--- config.mk ---
export PLATFORM = sky130hd
export DESIGN_NAME = mem_port_arbiter
export DESIGN_NICKNAME = d
export VERILOG_FILES = /design/src/rtl/mem_port_arbiter.sv
export SDC_FILE = /design/constraint.sdc
export NUM_CORES = 1
export LEC_CHECK = 0
export BUFFER_PORTS_ARGS = -buffer_cell sky130_fd_sc_hd__buf_2
export CAP_MARGIN = 15
export CORE_ASPECT_RATIO = 1.5
export CORE_UTILIZATION = 52
export CTS_BUF_LIST = sky130_fd_sc_hd__clkbuf_8
export CTS_CLUSTER_DIAMETER = 30
export CTS_CLUSTER_SIZE = 28
export DETAILED_ROUTE_END_ITERATION = 16
export PLACE_DENSITY_LB_ADDON = 0.05
export SYNTH_ARGS = -nofsm -noshare
export SYNTH_HDL_FRONTEND = slang
export SYNTH_SLANG_ARGS = --single-unit
--- constraint.sdc ---
create_clock -name clk -period 8.7 [get_ports clk]
set_input_delay 0.435 -clock clk [delete_from_list [all_inputs] [get_ports clk]]
set_output_delay 0.435 -clock clk [all_outputs]
set_load 0.05 [all_outputs]
--- src/rtl/mem_port_arbiter.sv ---
// ---------------------------------------------------------------------------
// mem_port_arbiter
//
// Shares one single-ported, variable-latency memory between the instruction
// fetch port (IF) and the data memory port (DM) of the CPU pipeline.
// Only one access is in flight at a time. Each access walks
// IDLE -> GRANT -> RESP -> IDLE, so the fastest access takes 3 cycles.
//
// In IDLE the arbiter picks a winner. The data port normally wins a tie.
// A fetch starved by MAX_DM_STREAK back-to-back data grants wins the next tie.
// The memory request is frozen for the whole GRANT state. The completion is
// returned as a one-cycle acknowledge together with registered read data.
//
// Ports
//   clk, rst            clock; asynchronous active-high reset
//   if_req/if_addr      fetch request (held until if_ack) and its address
//   if_ack/if_rdata     one-cycle fetch completion and the fetched word
//   dm_req/dm_we/...    data request, write enable, address, write data
//   dm_ack/dm_rdata     one-cycle data completion and the read data
//   mem_*               memory-side request; mem_ready completes an access
//   busy                high whenever the sequencer is not IDLE
// ---------------------------------------------------------------------------
module mem_port_arbiter #(
    parameter int ADDR_W        = 32,
    parameter int DATA_W        = 32,
    parameter int MAX_DM_STREAK = 3
) (
    input  logic              clk,
    input  logic              rst,

    input  logic              if_req,
    input  logic [ADDR_W-1:0] if_addr,
    output logic              if_ack,
    output logic [DATA_W-1:0] if_rdata,

    input  logic              dm_req,
    input  logic              dm_we,
    input  logic [ADDR_W-1:0] dm_addr,
    input  logic [DATA_W-1:0] dm_wdata,
    output logic              dm_ack,
    output logic [DATA_W-1:0] dm_rdata,

    output logic              mem_req,
    output logic              mem_we,
    output logic [ADDR_W-1:0] mem_addr,
    output logic [DATA_W-1:0] mem_wdata,
    input  logic [DATA_W-1:0] mem_rdata,
    input  logic              mem_ready,

    output logic              busy
);

    typedef enum logic [1:0] {
        ST_IDLE  = 2'd0,
        ST_GRANT = 2'd1,
        ST_RESP  = 2'd2
    } state_t;

    localparam logic [3:0] STREAK_MAX = 4'(MAX_DM_STREAK);

    // ------------------------------------------------------------------
    // State and registered outputs
    // ------------------------------------------------------------------
    state_t              state_q,     state_d;
    logic [3:0]          streak_q,    streak_d;
    logic                grant_dm_q,  grant_dm_d;   // 1: current access belongs to DM
    logic                mem_req_q,   mem_req_d;
    logic                mem_we_q,    mem_we_d;
    logic [ADDR_W-1:0]   mem_addr_q,  mem_addr_d;
    logic [DATA_W-1:0]   mem_wdata_q, mem_wdata_d;
    logic                if_ack_q,    if_ack_d;
    logic                dm_ack_q,    dm_ack_d;
    logic [DATA_W-1:0]   if_rdata_q,  if_rdata_d;
    logic [DATA_W-1:0]   dm_rdata_q,  dm_rdata_d;
    logic                busy_q,      busy_d;

    // A fetch that has already waited through a full data streak takes the
    // tie. Otherwise the data port wins, because stalling MEM also stalls IF.
    logic fetch_starved;
    logic dm_wins;

    assign fetch_starved = if_req && (streak_q >= STREAK_MAX);
    assign dm_wins       = dm_req && !fetch_starved;

    // ------------------------------------------------------------------
    // Next-state logic
    // ------------------------------------------------------------------
    always_comb begin
        state_d     = state_q;
        streak_d    = streak_q;
        grant_dm_d  = grant_dm_q;
        mem_req_d   = mem_req_q;
        mem_we_d    = mem_we_q;
        mem_addr_d  = mem_addr_q;
        mem_wdata_d = mem_wdata_q;
        if_ack_d    = 1'b0;         // acks are single-cycle pulses
        dm_ack_d    = 1'b0;
        if_rdata_d  = if_rdata_q;
        dm_rdata_d  = dm_rdata_q;
        busy_d      = busy_q;

        unique case (state_q)
            ST_IDLE: begin
                if (if_req || dm_req) begin
                    state_d   = ST_GRANT;
                    mem_req_d = 1'b1;
                    busy_d    = 1'b1;
                    if (dm_wins) begin
                        grant_dm_d = 1'b1;
                        mem_addr_d = dm_addr;
                        mem_we_d   = dm_we;
                        if (dm_we) begin
                            mem_wdata_d = dm_wdata;
                        end
                        // Count only grants that made a fetch wait.
                        // An uncontested data grant resets the streak.
                        if (if_req) begin
                            streak_d = (streak_q >= STREAK_MAX) ? STREAK_MAX
                                                                : streak_q + 4'd1;
                        end else begin
                            streak_d = 4'd0;
                        end
                    end else begin
                        grant_dm_d = 1'b0;
                        mem_addr_d = if_addr;
                        mem_we_d   = 1'b0;
                        streak_d   = 4'd0;
                    end
                end
            end

            ST_GRANT: begin
                // The memory request is frozen here. Requester inputs are
                // ignored until the memory completes.
                if (mem_ready) begin
                    state_d   = ST_RESP;
                    mem_req_d = 1'b0;
                    mem_we_d  = 1'b0;
                    if (grant_dm_q) begin
                        dm_ack_d = 1'b1;
                        if (!mem_we_q) begin
                            dm_rdata_d = mem_rdata;
                        end
                    end else begin
                        if_ack_d   = 1'b1;
                        if_rdata_d = mem_rdata;
                    end
                end
            end

            ST_RESP: begin
                // The requester sees its ack this cycle and drops or updates
                // its request. Arbitration resumes in the following IDLE cycle.
                state_d = ST_IDLE;
                busy_d  = 1'b0;
            end

            default: begin
                state_d   = ST_IDLE;
                mem_req_d = 1'b0;
                mem_we_d  = 1'b0;
                busy_d    = 1'b0;
            end
        endcase
    end

    // ------------------------------------------------------------------
    // Registers. Reset abandons any access in flight, and no ack follows.
    // ------------------------------------------------------------------
    always_ff @(posedge clk or posedge rst) begin
        if (rst) begin
            state_q     <= ST_IDLE;
            streak_q    <= 4'd0;
            grant_dm_q  <= 1'b0;
            mem_req_q   <= 1'b0;
            mem_we_q    <= 1'b0;
            mem_addr_q  <= '0;
            mem_wdata_q <= '0;
            if_ack_q    <= 1'b0;
            dm_ack_q    <= 1'b0;
            if_rdata_q  <= '0;
            dm_rdata_q  <= '0;
            busy_q      <= 1'b0;
        end else begin
            state_q     <= state_d;
            streak_q    <= streak_d;
            grant_dm_q  <= grant_dm_d;
            mem_req_q   <= mem_req_d;
            mem_we_q    <= mem_we_d;
            mem_addr_q  <= mem_addr_d;
            mem_wdata_q <= mem_wdata_d;
            if_ack_q    <= if_ack_d;
            dm_ack_q    <= dm_ack_d;
            if_rdata_q  <= if_rdata_d;
            dm_rdata_q  <= dm_rdata_d;
            busy_q      <= busy_d;
        end
    end

    assign mem_req   = mem_req_q;
    assign mem_we    = mem_we_q;
    assign mem_addr  = mem_addr_q;
    assign mem_wdata = mem_wdata_q;
    assign if_ack    = if_ack_q;
    assign if_rdata  = if_rdata_q;
    assign dm_ack    = dm_ack_q;
    assign dm_rdata  = dm_rdata_q;
    assign busy      = busy_q;

endmodule

==> flow_metrics.py <==
metrics = {
    "status": {
        "outcome": "finished, final reports clean",
    },
    "sta": {
        "fmax_mhz": 386,
        "worst_slew_pin_slew_ns": 1.03,
        "fin_crit_ns": 2.59,
        "hold_viol_final": 0,
        "relSlewSlack_pct": 31.1,
        "fin_worst_skew_ns": 0.0133,
        "rsz0062_at_grt": "no",
        "fin_setup_tns_ns": 0,
        "setup_violations": 0,
        "finalCritPeriodShare_pct": 29.8,
        "drv_slew": 0,
    },
    "worst_setup_path": {
        "slowest_stage": "or2_1",
        "worst_r2r_path_depth": 5,
        "crit_path_start_kind": "primary input",
        "r2r-start": "state_q[0]",
        "cp.arrival_ns": 2.91,
        "cp-end-kind": "flip-flop",
        "r2r_slack_ns": 6.20,
        "crit_type": "in2reg",
        "reg2reg_to": "grant_dm_q",
        "crit_path_cell_trace": "buf_2 -> or2_1 -> buf_8 -> and2_1 -> buf_4 -> mux2_2",
        "cp_max_fo": 36,
        "required_ns": 9.02,
        "slowest_delay_ns": 0.51,
    },
    "layout": {
        "fin_cells": 844,
        "final_core_util_pct": 71.8,
        "syn_to_final_growth_pct": 33.3,
        "final_area_um2": 7650,
        "n_antenna_cell": 0,
        "mostFrequentLayoutCell": "buf_2",
        "final_cell_mix": "266 x buf_2, 140 x dfrtp_1, 67 x mux2_2",
        "final_layout_size_suffix_gt1_share_pct": 54.0,
        "final_nets": 822,
        "fillers": 808,
        "multi_input_area_um2": 1940,
        "regArea_um2": 3500,
    },
    "synth": {
        "synth_seq_cells": 140,
        "synth_cell_type_count": 27,
        "synth_nets": 566,
        "yosysWarningCount": 0,
        "synthFlopType": "dfrtp_1",
        "ys_seq_area_share_pct": 61.1,
        "syn_inst": 431,
        "synth_edf_count": 0,
        "syn_avg_cell_area_um2": 13.3,
        "syn_area_um2": 5730,
        "ys_async_sr_fraction_pct": 100,
    },
    "global_routing": {
        "grt_max_degree": 86,
        "antenna_found_initial": 0,
        "grt_usage_pct": 25.1,
        "grt_pass1_vias": 4503,
        "grt_overflow_total": 0,
        "grt_pass1_wl_mm": 21.7,
    },
    "routing": {
        "drc": 0,
        "vias": 4506,
        "finalWirelength_mm": 13.9,
        "drtPass1Iterations": 4,
        "wl_per_cell_um": 16.5,
        "drt_iter0_markers": 231,
        "via_per_inst": 5.34,
        "postRouteAntennaNets": 0,
    },
    "clock_network": {
        "cts_hold_buf": 0,
        "cts_resized": 0,
        "cts_buffers": 17,
        "clkSlewWorstSetupHoldPaths_ns": 0.08,
        "htreeDepth": 4,
        "cts.sinks": 140,
        "cts_tree": "yes",
        "clockRootBuffer": "clkbuf_8",
        "insertion_delay_ns": 0.44,
        "post_cts.repair.setup_buffers": 0,
        "clock_path_buffers": 2,
    },
    "die": {
        "die_x_um": 87.7,
        "initial_core_util_pct": 53.9,
        "ioPinCount": 267,
        "rows": 46,
        "die_h_um": 131,
        "die-area_um2": 11500,
        "core_area_um2": 10600,
    },
    "place": {
        "placed_area_um2": 7140,
        "dp.cells": 810,
        "dp_hpwl_mm": 9.98,
        "routabilityCongestion": 0.751,
        "io_buffers": 266,
    },
    "worst_hold_path": {
        "hold_class": "in2async",
    },
    "run": {
        "drv_cap": 0,
    },
}
## synthesized netlist by cell type (2+ instances only)
master	n	area [um^2]
nand3_1	32	160
nand4_1	33	206
mux2_2	67	754
o21ai_0	3	15.0
buf_2	20	100
nand2_1	4	15.0
nor2b_1	2	12.5
o221ai_1	32	280
clkbuf_1	16	60.1
inv_1	34	128
dfrtp_1	140	3500
mux2_1	30	338
and2_1	4	25.0
## flip-flops by register name (all words and copies together) (netlist names)
register,cells
mem_addr,32
if_rdata,32
mem_wdata,32
busy,1
mem_we,1
mem_req,1
dm_ack,1
streak_q,4
grant_dm_q,1
state_q,2
if_ack,1
dm_rdata,32
## area by class of cell
type,instances,area share (%)
Clock inverter,14,2.86
Inverter,34,1.73
Multi-Input combinational cell,220,25.4
Timing Repair Buffer,274,18.6
Clock buffer,18,3.24
Sequential cell,140,45.8
Tap cell,144,2.36
## metal layers
metal | GRT usage, % | up-vias | part of all wire, % | routed length, um
met3 | 8.04 | 30 | 7.3 | 1020
met1 | 28.1 | 2182 | 37 | 5120
met5 | 0 | - | 0 | 0
met4 | 11.6 | 0 | 3.0 | 420
li1 | - | 2085 | - | -
met2 | 43.1 | 209 | 53 | 7340
## metrics by stage
step	setup WS [ns]	hold slack (ns)
6_report	6.11	0.0440
5_1_grt	5.95	0.0533
4_1_cts	5.83	0.0355
3_5_place_dp	5.35	0.473
3_3_place_gp	5.46	0.463
2_1_floorplan	4.51	0.457
## worst max-delay path: cells and delay by family
kind	cells	cell delay [ns]
buffers and inverters	3	1.10
multiplexers	1	0.36
AND/OR/NAND/NOR	2	0.97
## logic make-up (layout without fill, tap and decap cells)
family	Yosys count	after routing	synth area share (%)
compound gates	38	38	5.76
fa+ha+maj	1	1	0.218
buf+inv	71	340	5.21
flops	140	140	61.1
mux	98	98	19.2
simple gates	83	83	8.49
## worst max-delay path by stage
stage | startpoint | endpoint | depth (start not counted)
after global placement | dm_req | grant_dm_q | 5
final | dm_req | grant_dm_q | 6
after floorplan | rst | busy | 1
after global routing | dm_req | grant_dm_q | 6
after CTS | dm_req | grant_dm_q | 5
after detailed placement | dm_req | grant_dm_q | 5
Power is not shown: default switching activity piles up to over one toggle a cycle in this logic, so the estimate is an artifact.
